## config.mk

```make
export PLATFORM = sky130hd
export DESIGN_NAME = alu_control_md
export DESIGN_NICKNAME = d
export VERILOG_FILES = /design/src/rtl/alu_control_md.sv
export SDC_FILE = /design/constraint.sdc
export NUM_CORES = 1
export LEC_CHECK = 0
export CAP_MARGIN = 20
export CELL_PAD_IN_SITES_DETAIL_PLACEMENT = 0
export CELL_PAD_IN_SITES_GLOBAL_PLACEMENT = 2
export CORE_UTILIZATION = 38
export DETAILED_ROUTE_END_ITERATION = 10
export DONT_BUFFER_PORTS = 1
export GPL_TIMING_DRIVEN = 1
export PLACE_DENSITY = 0.87
export SYNTH_ARGS = -nofsm -noshare
export SYNTH_HDL_FRONTEND = slang
export SYNTH_SLANG_ARGS = --single-unit
export TNS_END_PERCENT = 100
```

## constraint.sdc

```tcl
create_clock -name clk -period 4.3 [get_ports clk]
set_clock_uncertainty 0.1 [all_clocks]
set_input_delay 0.86 -clock clk [delete_from_list [all_inputs] [get_ports clk]]
set_output_delay 0.86 -clock clk [all_outputs]
set_load 0.005 [all_outputs]
```

## src/rtl/alu_control_md.sv

```systemverilog
// MIPS ALU control decoder with an iterative multiply/divide unit owning HI/LO.
// Build option SIGNED_MD_EN adds signed MULT/DIV on the same iterative datapath.
module alu_control_md #(
    parameter int WIDTH = 32,
    parameter int CNT_W = $clog2(WIDTH) + 1
) (
    input  logic             clk,
    input  logic             reset,
    input  logic [1:0]       alu_op,
    input  logic [5:0]       funct,
    input  logic             valid,
    input  logic [WIDTH-1:0] rs_val,
    input  logic [WIDTH-1:0] rt_val,
    output logic [3:0]       alu_control,
    output logic             illegal,
    output logic             stall,
    output logic             md_busy,
    output logic [WIDTH-1:0] hi,
    output logic [WIDTH-1:0] lo,
    output logic             div_zero
);
    localparam logic [5:0] F_MULTU = 6'b011001;
    localparam logic [5:0] F_DIVU  = 6'b011011;
    localparam logic [5:0] F_MFHI  = 6'b010000;
    localparam logic [5:0] F_MFLO  = 6'b010010;
    localparam logic [5:0] F_MULT  = 6'b011000;
    localparam logic [5:0] F_DIV   = 6'b011010;

    typedef enum logic [1:0] {IDLE = 2'b00, MUL = 2'b01, DIV = 2'b10} state_t;

    state_t               r_state;
    state_t               w_state_nxt;
    logic [CNT_W-1:0]     r_cnt;
    logic [WIDTH-1:0]     r_a;
    logic [2*WIDTH-1:0]   r_prod;
    logic                 r_neg_q;
    logic                 r_neg_r;
    logic [WIDTH-1:0]     r_hi;
    logic [WIDTH-1:0]     r_lo;
    logic                 r_dz;

    logic                 w_is_mul;
    logic                 w_is_div;
    logic                 w_is_signed;
    logic                 w_md_class;
    logic                 w_start;
    logic                 w_dz_case;
    logic [WIDTH-1:0]     w_rs_mag;
    logic [WIDTH-1:0]     w_rt_mag;
    logic [WIDTH:0]       w_add;
    logic [WIDTH:0]       w_shift;
    logic [WIDTH:0]       w_trial;
    logic [2*WIDTH-1:0]   w_prod_nxt;
    logic [2*WIDTH-1:0]   w_full;
    logic [WIDTH-1:0]     w_res_hi;
    logic [WIDTH-1:0]     w_res_lo;

`ifdef SIGNED_MD_EN
    assign w_is_mul    = (funct == F_MULTU) || (funct == F_MULT);
    assign w_is_div    = (funct == F_DIVU)  || (funct == F_DIV);
    assign w_is_signed = (funct == F_MULT)  || (funct == F_DIV);
`else
    assign w_is_mul    = (funct == F_MULTU);
    assign w_is_div    = (funct == F_DIVU);
    assign w_is_signed = 1'b0;
`endif

    assign w_md_class = (alu_op == 2'b10) &&
                        (w_is_mul || w_is_div || funct == F_MFHI || funct == F_MFLO);
    assign w_start    = valid && (r_state == IDLE) && (w_is_mul || w_is_div);
    assign w_dz_case  = w_is_div && (rt_val == {WIDTH{1'b0}});
    assign w_rs_mag   = (w_is_signed && rs_val[WIDTH-1]) ? -rs_val : rs_val;
    assign w_rt_mag   = (w_is_signed && rt_val[WIDTH-1]) ? -rt_val : rt_val;

    assign stall    = valid && w_md_class && (r_state != IDLE);
    assign md_busy  = (r_state != IDLE);
    assign hi       = r_hi;
    assign lo       = r_lo;
    assign div_zero = r_dz;

    // Combinational decode of alu_op/funct into the ALU control code
    always_comb begin
        alu_control = 4'b1111;
        illegal     = 1'b0;
        case (alu_op)
            2'b00: alu_control = 4'b0010;
            2'b01: begin
                if (funct == 6'b001000) alu_control = 4'b0011;
                else                    alu_control = 4'b0110;
            end
            2'b10: begin
                case (funct)
                    6'b100000: alu_control = 4'b0010;
                    6'b100010: alu_control = 4'b0110;
                    6'b100100: alu_control = 4'b0000;
                    6'b100101: alu_control = 4'b0001;
                    6'b101010: alu_control = 4'b0111;
                    6'b100111: alu_control = 4'b1000;
                    6'b100110: alu_control = 4'b1001;
                    6'b000000: alu_control = 4'b1010;
                    6'b000010: alu_control = 4'b1011;
                    6'b101011: alu_control = 4'b1100;
                    F_MULTU, F_DIVU, F_MFHI, F_MFLO: alu_control = 4'b0000;
`ifdef SIGNED_MD_EN
                    F_MULT, F_DIV: alu_control = 4'b0000;
`endif
                    default: begin
                        alu_control = 4'b1111;
                        illegal     = 1'b1;
                    end
                endcase
            end
            2'b11:   alu_control = 4'b1111;
            default: alu_control = 4'b1111;
        endcase
    end

    // One shift-add (MUL) or restoring-subtract (DIV) step, plus sign-fixed final results
    always_comb begin
        w_add      = {1'b0, r_prod[2*WIDTH-1:WIDTH]} +
                     (r_prod[0] ? {1'b0, r_a} : {(WIDTH+1){1'b0}});
        w_shift    = {r_prod[2*WIDTH-1:WIDTH], r_prod[WIDTH-1]};
        w_trial    = w_shift - {1'b0, r_a};
        w_prod_nxt = r_prod;
        if (r_state == MUL) begin
            w_prod_nxt = {w_add, r_prod[WIDTH-1:1]};
        end else if (r_state == DIV) begin
            // bit WIDTH of the trial difference is the borrow: restore on borrow
            if (!w_trial[WIDTH]) w_prod_nxt = {w_trial[WIDTH-1:0], r_prod[WIDTH-2:0], 1'b1};
            else                 w_prod_nxt = {w_shift[WIDTH-1:0], r_prod[WIDTH-2:0], 1'b0};
        end else begin
            w_prod_nxt = r_prod;
        end
        w_full = r_neg_q ? -w_prod_nxt : w_prod_nxt;
        if (r_state == MUL) begin
            w_res_hi = w_full[2*WIDTH-1:WIDTH];
            w_res_lo = w_full[WIDTH-1:0];
        end else begin
            w_res_hi = r_neg_r ? -w_prod_nxt[2*WIDTH-1:WIDTH] : w_prod_nxt[2*WIDTH-1:WIDTH];
            w_res_lo = w_full[WIDTH-1:0];
        end
    end

    // State register
    always_ff @(posedge clk) begin
        if (reset) r_state <= IDLE;
        else       r_state <= w_state_nxt;
    end

    // Next-state: accept into MUL/DIV, return to IDLE on the final iteration
    always_comb begin
        w_state_nxt = r_state;
        case (r_state)
            IDLE: begin
                if (w_start && !w_dz_case) w_state_nxt = w_is_mul ? MUL : DIV;
                else                       w_state_nxt = IDLE;
            end
            MUL, DIV: begin
                if (r_cnt == CNT_W'(1)) w_state_nxt = IDLE;
                else                    w_state_nxt = r_state;
            end
            default: w_state_nxt = IDLE;
        endcase
    end

    // Operand capture, iteration datapath, HI/LO and divide-by-zero pulse
    always_ff @(posedge clk) begin
        if (reset) begin
            r_cnt   <= {CNT_W{1'b0}};
            r_a     <= {WIDTH{1'b0}};
            r_prod  <= {(2*WIDTH){1'b0}};
            r_neg_q <= 1'b0;
            r_neg_r <= 1'b0;
            r_hi    <= {WIDTH{1'b0}};
            r_lo    <= {WIDTH{1'b0}};
            r_dz    <= 1'b0;
        end else begin
            r_dz <= 1'b0;
            if (w_start) begin
                if (w_dz_case) begin
                    r_hi <= rs_val;
                    r_lo <= {WIDTH{1'b1}};
                    r_dz <= 1'b1;
                end else begin
                    r_cnt   <= CNT_W'(WIDTH);
                    r_a     <= w_is_mul ? w_rs_mag : w_rt_mag;
                    r_prod  <= {{WIDTH{1'b0}}, (w_is_mul ? w_rt_mag : w_rs_mag)};
                    r_neg_q <= w_is_signed && (rs_val[WIDTH-1] ^ rt_val[WIDTH-1]);
                    r_neg_r <= w_is_signed && rs_val[WIDTH-1];
                end
            end else if (r_state != IDLE) begin
                r_prod <= w_prod_nxt;
                r_cnt  <= r_cnt - CNT_W'(1);
                if (r_cnt == CNT_W'(1)) begin
                    r_hi <= w_res_hi;
                    r_lo <= w_res_lo;
                end
            end
        end
    end
endmodule

```

# Yosys cells after proc, flatten, opt, wreduce, memory -nomap -nowiden
# Cells that the tools add are included.
# totals
reg_bits,169
latch_bits,0
ram_bits,0
mem_bits_ro,0
in_bits,75
output_inout_bits,72
word_cells,90
memories,0
# classes
n_addsub,3
multipliers,0
div_mod_pow,0
n_lt_le_gt_ge,0
eq_ne,23
shift,0
n_mux,30
n_bitwise,2
reduce_logical,25
# ops
cell,count
64-bit 2-to-1 mux,6
32-bit 2-to-1 mux,11
"6-bit equality test, second input constant",8
4-bit one-hot mux with 10 select lines,1
32-bit by 32-bit adder with 33-bit output,1
33-bit by 32-bit subtractor with 33-bit output,1
32-bit zero test,1
"6-bit by 5-bit equality test with 1-bit output, second input constant",4
6-bit 2-to-1 mux,3
4-bit one-hot mux with 4 select lines,1
14-bit OR reduction,1
1-bit logical AND,7
"2-bit equality test, second input constant",3
"6-bit by 1-bit equality test with 1-bit output, second input constant",1
"6-bit by 2-bit equality test with 1-bit output, second input constant",1
"6-bit by 4-bit equality test with 1-bit output, second input constant",1
6-bit zero test,1
2-bit 2-to-1 mux,3
2-bit nonzero test,3
"6-bit by 1-bit subtractor with 6-bit output, second input constant",1
5-bit OR reduction,1
"2-bit by 1-bit equality test with 1-bit output, second input constant",2
2-bit zero test,2
"2-bit != test, second input constant",2
10 further kinds,17

# Logic depth before layout (Yosys ltp)
# Gate-level depths: netlist (run 1).
# depth
depth_word,7
ltp_mapped,14
depth_no_buf,13

# Least setup slack after synthesis (run 1)
# OpenSTA, ideal clock, no wires.
# synth_path
kind,reg-to-reg
startpoint,register r_prod[0]
endpoint,"register r_hi[28], in the netlist hi[28]"
setup_ps,131
arrival_ps,3190
t_required_ps,4069
setup_slack_ps,879
stages_incl_launch_ff,13
path_buffers,1
period_less_slack_ps,3421
path_cell_list,dfxtp_1 > clkbuf_1 > and2_1 > ha_1 > or4_1 > o21ai_1 > a211oi_1 > a2111oi_4 > o31ai_2 > a311oi_2 > mux2_1 > nor3_1 > o41ai_2
# synth_via
elab_chain_cells,6
# synth_rtl
item,line,text
from (decl),35,logic [2*WIDTH-1:0] r_prod;
from (signal assigned),171,r_prod <= {(2*WIDTH){1'b0}};
from (signal assigned),187,"r_prod <= {{WIDTH{1'b0}}, (w_is_mul ? w_rt_mag : w_rs_mag)};"
from (signal assigned),192,r_prod <= w_prod_nxt;
32-bit 2-to-1 mux,121,"(r_prod[0] ? {1'b0, r_a} : {(WIDTH+1){1'b0}});"
32-bit by 32-bit adder with 33-bit output,120,"w_add = {1'b0, r_prod[2*WIDTH-1:WIDTH]} +"
64-bit 2-to-1 mux,125,if (r_state == MUL) begin
32-bit 2-to-1 mux,194,if (r_cnt == CNT_W'(1)) begin
32-bit 2-to-1 mux,191,end else if (r_state != IDLE) begin
32-bit 2-to-1 mux,179,if (w_start) begin
to (signal assigned),174,r_hi <= {WIDTH{1'b0}};
to (signal assigned),181,r_hi <= rs_val;
to (signal assigned),195,r_hi <= w_res_hi;
to (decl),38,logic [WIDTH-1:0] r_hi;
# No other way between the ends. The select of a mux whose other input is x is not followed.
# A chain may end at the register's enable or synchronous reset.

# Worst setup path in the final report (run 1)
# layout_path
startpoint,register r_prod[31]
endpoint,"register r_hi[27], in the netlist hi[27]"
# layout_via
elab_chain_cells,7
# layout_rtl
item,line,text
33-bit by 32-bit subtractor with 33-bit output,123,"w_trial = w_shift - {1'b0, r_a};"
64-bit 2-to-1 mux,129,"if (!w_trial[WIDTH]) w_prod_nxt = {w_trial[WIDTH-1:0], r_prod[WIDTH-2:0], 1'b1};"
64-bit 2-to-1 mux,127,end else if (r_state == DIV) begin
64-bit 2-to-1 mux,125,
32-bit 2-to-1 mux,194,
32-bit 2-to-1 mux,191,
32-bit 2-to-1 mux,179,
# No other way between the ends. The select of a mux whose other input is x is not followed.

==> flow_summary.ini, run 1 <==
[worst_setup_path]
r2r_setup_slack_ns = 0.35
criticalPathCategory = reg2reg
cpPeakStageDelay_ns = 0.47
arrival_ns = 4.15
worstPathMaxFanout = 19
path_buf_inv = 3
startpoint_type = register
crit_path_start = r_prod[31]$_SDFFE_PP0P_
cp_cell_sequence = inv_1 -> ha_1 -> inv_1 -> fa_1 -> a211oi_2 -> o21ai_1 -> o2111a_1 -> o21ai_1 -> a31oi_2 -> nor2_2 -> buf_12 -> mux2_2 -> a211oi_1 -> o221ai_1
slowest_stage = fa_1
critPathTopFamily = compound AO/OA/AOI/OAI gates
crit-reg2reg-capture = hi[27]$_SDFFE_PP0P_
r2r_cells = 14
cp-end-kind = register
cp_data_required_time_ns = 4.50
r2r_start = r_prod[31]$_SDFFE_PP0P_

[clock_network]
cts.path.max_buffers = 2
clock_latency_ns = 0.45
cts-root-buf = clkbuf_16
cts_resized = 0
cts.clk_slew.worst_paths_ns = 0.07
cts_tree = yes
postCtsSetupRepairBufs = 0
htreeDepth = 4
cts_hold_buf = 0
cts_buffers = 17
cts.sinks = 169

[die]
die_y_um = 189
fp.dieW_um = 189
dieArea_um2 = 35600
start_util = 0.391
core_um2 = 33900
fp-row-count = 67
io_pins = 147

[synth]
ys_top_cells_by_area = dfxtp_1 (26%), mux2i_1 (7.6%), ha_1 (6.5%)
synth_area_um2 = 13200
synth_area_leader_cell = dfxtp_1
yosysSeqAreaShare = 0.256
synth.distinct_cells = 99
ys_ff_latch = 169
synthCells = 1768
synth_fp_nets = 1914
yosysWarnings = 0
synth_flop_cell = dfxtp_1
syn_area_per_cell_um2 = 7.49
netlist.area_leader.share = 0.256
synth_edf_count = 0
synthArstFlopShare = 0
synth_most_common_cell = nand2_1
synth_top_cells_by_count = nand2_1 (181), nor2_1 (175), dfxtp_1 (169), a21oi_1 (141), mux2i_1 (101)

[global_routing]
grt_pass1_vias = 12600
grt_start_max_net_pins = 156
grt.total_usage = 0.278
top_usage_layer = met2
grt_overflow = 0
grtUsageMet3 = 0.0657
met1_usage = 0.387
grt_pass1_wl_mm = 76.8
gr-usage-met2 = 0.416
antenna_found_initial = 0

[power_and_ir_drop]
p_per_area_nw_per_um2 = 245
p_leak_uw = 0.00497
peakVddDrop_uv = 288
power_uw = 3500

[sta]
period_minus_slack_ns = 3.95
timing.setup.tns_ns = 0
setup_viol = 0
rsz0062_at_grt = false
maxSlewHeadroom = 0.389
hold_viol = 0
fmax_mhz = 253
period_share = 0.919
finalMaxSlewViolations = 0
max_slew.worst_pin.slew_ns = 0.916

[finish]
antenna_cells = 0
fin_util = 0.422
drive_gt1_frac = 0.0754
fin_nets = 1856
syn_to_final_growth_pct = 7.93

[job]
maxCapViolCount = 0

[routing]
initialDrtViolationCount = 1324
wl_per_cell_um = 22.9
drc_errors = 0
drt_pass1_iterations = 5
via_count = 13400
ant_nets = 0
finalWirelength_mm = 49.6
drt-vias-per-instance = 6.19

[place]
dp_hpwl_mm = 36.7
globalplace.congestion = 0.931
io_buffers = 0

[min_path]
hp-class = reg2reg
hold_depth = 2
worstHoldStart = hi[3]$_SDFFE_PP0P_
min_to = hi[3]$_SDFFE_PP0P_

[outcome]
status = finished, final reports clean
registers in the layout, indices dropped and copies added (netlist names):
register and cells:
r_prod 64, r_state 2, r_cnt 6, div_zero 1, r_a 32, hi 32
lo 32
metrics by stage:
step	setup slack [ns]	hold slack, ns	std cells	instance area, um^2
after CTS	0.362	0.374	2171	14300
after global placement	0.496	0.361	2139	13700
after detailed placement	0.402	0.366	2139	13700
final	0.348	0.380	2171	14300
after floorplan	0.879	0.348	1768	13200
after global routing	0.0167	0.392	2171	14300
worst min-delay path, stage by stage (launching register included):
cell	delay (ns)
dfxtp_1	0.32
nand2_1	0.06
a21oi_1	0.05
logic make-up (layout without fill, tap and decap cells):
family | count (synthesis) | count (layout) | share of synthesized area
DFF | 169 | 169 | 0.256
xor gates and xnor gates | 44 | 44 | 0.0291
muxes | 111 | 111 | 0.0849
and+or+nand+nor | 646 | 646 | 0.230
adders and majority gates | 71 | 71 | 0.0682
buffers and inverters | 187 | 142 | 0.0560
AOI/OAI and AO/OA | 540 | 540 | 0.277
area by class of cell:
cell class | count | area, um^2
Clock buffer | 20 | 457
Clock inverter | 12 | 114
Fill cell | 3511 | 19600
Inverter | 65 | 244
Multi-Input combinational cell | 1412 | 9180
Sequential cell | 169 | 3380
Tap cell | 448 | 561
Timing Repair Buffer | 45 | 350
placed cells by master (no fill, tap or decap), types with 13 or more instances in the layout:
cell / instances
mux2i_1: 101
nand2_1: 181
inv_1: 63
xor2_1: 20
clkbuf_16: 17
and2_1: 38
a311oi_1: 18
nor2_1: 171
ha_1: 67
a31oi_1: 17
o21ai_0: 98
a21oi_1: 141
nor3_1: 95
o211ai_1: 39
nand3_1: 47
dfxtp_1: 169
nand4_1: 15
buf_4: 44
nand2b_1: 15
a211oi_1: 62
or3_1: 13
xnor2_1: 24
a21o_1: 24
worst max-delay path by stage:
| stage | endpoint | cells past startpoint | slack [ns] |
|---|---|---|---|
| 2_1_floorplan | hi[28]$_SDFFE_PP0P_ | 12 | 0.88 |
| 3_3_place_gp | hi[27]$_SDFFE_PP0P_ | 14 | 0.50 |
| 3_5_place_dp | hi[27]$_SDFFE_PP0P_ | 14 | 0.40 |
| 4_1_cts | hi[27]$_SDFFE_PP0P_ | 14 | 0.36 |
| 5_1_grt | r_prod[42]$_SDFFE_PP0P_ | 13 | 0.02 |
| 6_report | hi[27]$_SDFFE_PP0P_ | 14 | 0.35 |
metal layers:
| layer | part of all wire | up-vias |
|---|---|---|
| li1 | - | 6398 |
| met1 | 0.46 | 6424 |
| met2 | 0.42 | 544 |
| met3 | 0.086 | 81 |
| met4 | 0.030 | 0 |
| met5 | 0 | - |
power by group:
part	total (uW)	switching (uW)	internal, uW	leakage (uW)
Clock	1540	700	836	0.000276
Combinational	385	232	153	0.00334
Sequential	1580	8.35	1570	0.00136
Power figures use the tool's default switching activity.
==> inputs of run 2 (changes only) <==
==> constraint.sdc (replaced) <==
create_clock -name clk -period 4.3 [get_ports clk]
set_clock_uncertainty 0.1 [all_clocks]
set_input_delay 1.29 -clock clk [delete_from_list [all_inputs] [get_ports clk]]
set_output_delay 1.29 -clock clk [all_outputs]
set_load 0.005 [all_outputs]
==> flow_summary.ini, run 2 (synthesis results as in run 1) <==
[sta]
timing.setup.tns_ns = 0
rsz0062_at_grt = false
finalMaxSlewViolations = 0
max_slew.worst_pin.slew_ns = 0.796
period_minus_slack_ns = 4.02
period_share = 0.935
hold_viol = 0
setup_viol = 0
maxSlewHeadroom = 0.469
fmax_mhz = 249

[global_routing]
grt_pass1_wl_mm = 77.9
grt_start_max_net_pins = 156
grt_overflow = 0
grt.total_usage = 0.282
antenna_found_initial = 0
grt_pass1_vias = 12600

[die]
core_um2 = 33900
start_util = 0.391
io_pins = 147
dieArea_um2 = 35600
die_y_um = 189
fp-row-count = 67
fp.dieW_um = 189

[worst_setup_path]
criticalPathCategory = reg2reg
cp-end-kind = register
arrival_ns = 4.26
r2r_start = r_prod[31]$_SDFFE_PP0P_
r2r_setup_slack_ns = 0.28
r2r_cells = 14
worstPathMaxFanout = 19
startpoint_type = register
cp_data_required_time_ns = 4.54
crit-reg2reg-capture = hi[24]$_SDFFE_PP0P_

[clock_network]
cts_tree = yes
cts.sinks = 169
clock_latency_ns = 0.45
cts_buffers = 17
cts.path.max_buffers = 2
cts-root-buf = clkbuf_16
postCtsSetupRepairBufs = 0
htreeDepth = 4
cts_resized = 0
cts.clk_slew.worst_paths_ns = 0.07
cts_hold_buf = 0

[routing]
wl_per_cell_um = 23.0
via_count = 13500
drt_pass1_iterations = 7
drt-vias-per-instance = 6.16
initialDrtViolationCount = 1252
ant_nets = 0
finalWirelength_mm = 50.3
drc_errors = 0

[job]
maxCapViolCount = 0

[power_and_ir_drop]
p_per_area_nw_per_um2 = 243
peakVddDrop_uv = 214
p_leak_uw = 0.00507

[finish]
drive_gt1_frac = 0.0851
largest_reg_flops = 64
fillerInstances = 3487
antenna_cells = 0
top_register = r_prod
multi_input_area_um2 = 9180
syn_to_final_growth_pct = 9.30
final_cell_mix = nand2_1 (181), nor2_1 (171), dfxtp_1 (169)
fin_nets = 1873
seqCellArea_um2 = 3380
fin_util = 0.427
final_common_cell = nand2_1

[place]
dp_hpwl_mm = 37.4
io_buffers = 0
globalplace.congestion = 0.944

[min_path]
hp-class = reg2reg
min_to = hi[9]$_SDFFE_PP0P_
hold_depth = 2
worstHoldStart = hi[9]$_SDFFE_PP0P_

[outcome]
status = finished, final reports clean
[run 2: cell count changes in the layout (fill, tap and decap cells not counted), sizes merged]
| cell | change |
|---|---|
| buf | +17 |
| clkbuf | -2 |
| clkinvlp | -1 |
| inv | +3 |
[run 2: how the worst max path moves through the flow]
| stage | start | endpoint | slack [ns] |
|---|---|---|---|
| floorplan | funct[4] | alu_control[3] | 0.50 |
| global placement | r_a[11]$_SDFFE_PP0P_ | hi[24]$_SDFFE_PP0P_ | 0.44 |
| detailed placement | r_prod[31]$_SDFFE_PP0P_ | hi[24]$_SDFFE_PP0P_ | 0.37 |
| CTS | r_prod[31]$_SDFFE_PP0P_ | hi[24]$_SDFFE_PP0P_ | 0.33 |
| global route | r_prod[31]$_SDFFE_PP0P_ | hi[24]$_SDFFE_PP0P_ | 0.09 |
| finish | r_prod[31]$_SDFFE_PP0P_ | hi[24]$_SDFFE_PP0P_ | 0.28 |
[run 2: report_power, final]
group	internal, uW	switching [uW]
Combinational	149	232
Clock	829	734
Sequential	1570	8.27
[run 2: metal layers]
layer,global-route usage,wire length [um],up-vias
met1,0.404,23300,6435
met4,0.0900,1380,0
met5,0,0,-
met2,0.428,21800,540
met3,0.0419,3810,70
li1,-,-,6444
[run 2: stage by stage]
stage | hold slack (ns) | total power [uW] | setup slack [ns] | std cells | instance area (um^2)
after detailed placement | 0.364 | 1990 | 0.368 | 2156 | 13900
after CTS | 0.375 | 3530 | 0.332 | 2188 | 14500
after floorplan | 0.348 | 1900 | 0.503 | 1768 | 13200
final | 0.378 | 3520 | 0.277 | 2188 | 14500
after global placement | 0.364 | 1990 | 0.443 | 2156 | 13900
after global routing | 0.403 | 3620 | 0.0890 | 2188 | 14500
[run 2: area by class of cell]
cell class                      instances  area share
Clock inverter                         14     0.00934
Inverter                               65      0.0169
Timing Repair Buffer                   62      0.0365
Multi-Input combinational cell       1412       0.634
Clock buffer                           18      0.0304
Sequential cell                       169       0.234
Tap cell                              448      0.0387
[run 2: critical path, stage by stage, from the launching register on]
cell	delay (ns)
dfxtp_1	0.38
inv_1	0.10
ha_1	0.21
inv_1	0.07
fa_1	0.27
a211oi_2	0.09
o21ai_1	0.44
o2111a_1	0.28
o21ai_1	0.09
a31oi_2	0.59
nor2_2	0.08
buf_4	0.24
o311ai_1	0.55
nand3_1	0.17
a32o_1	0.23
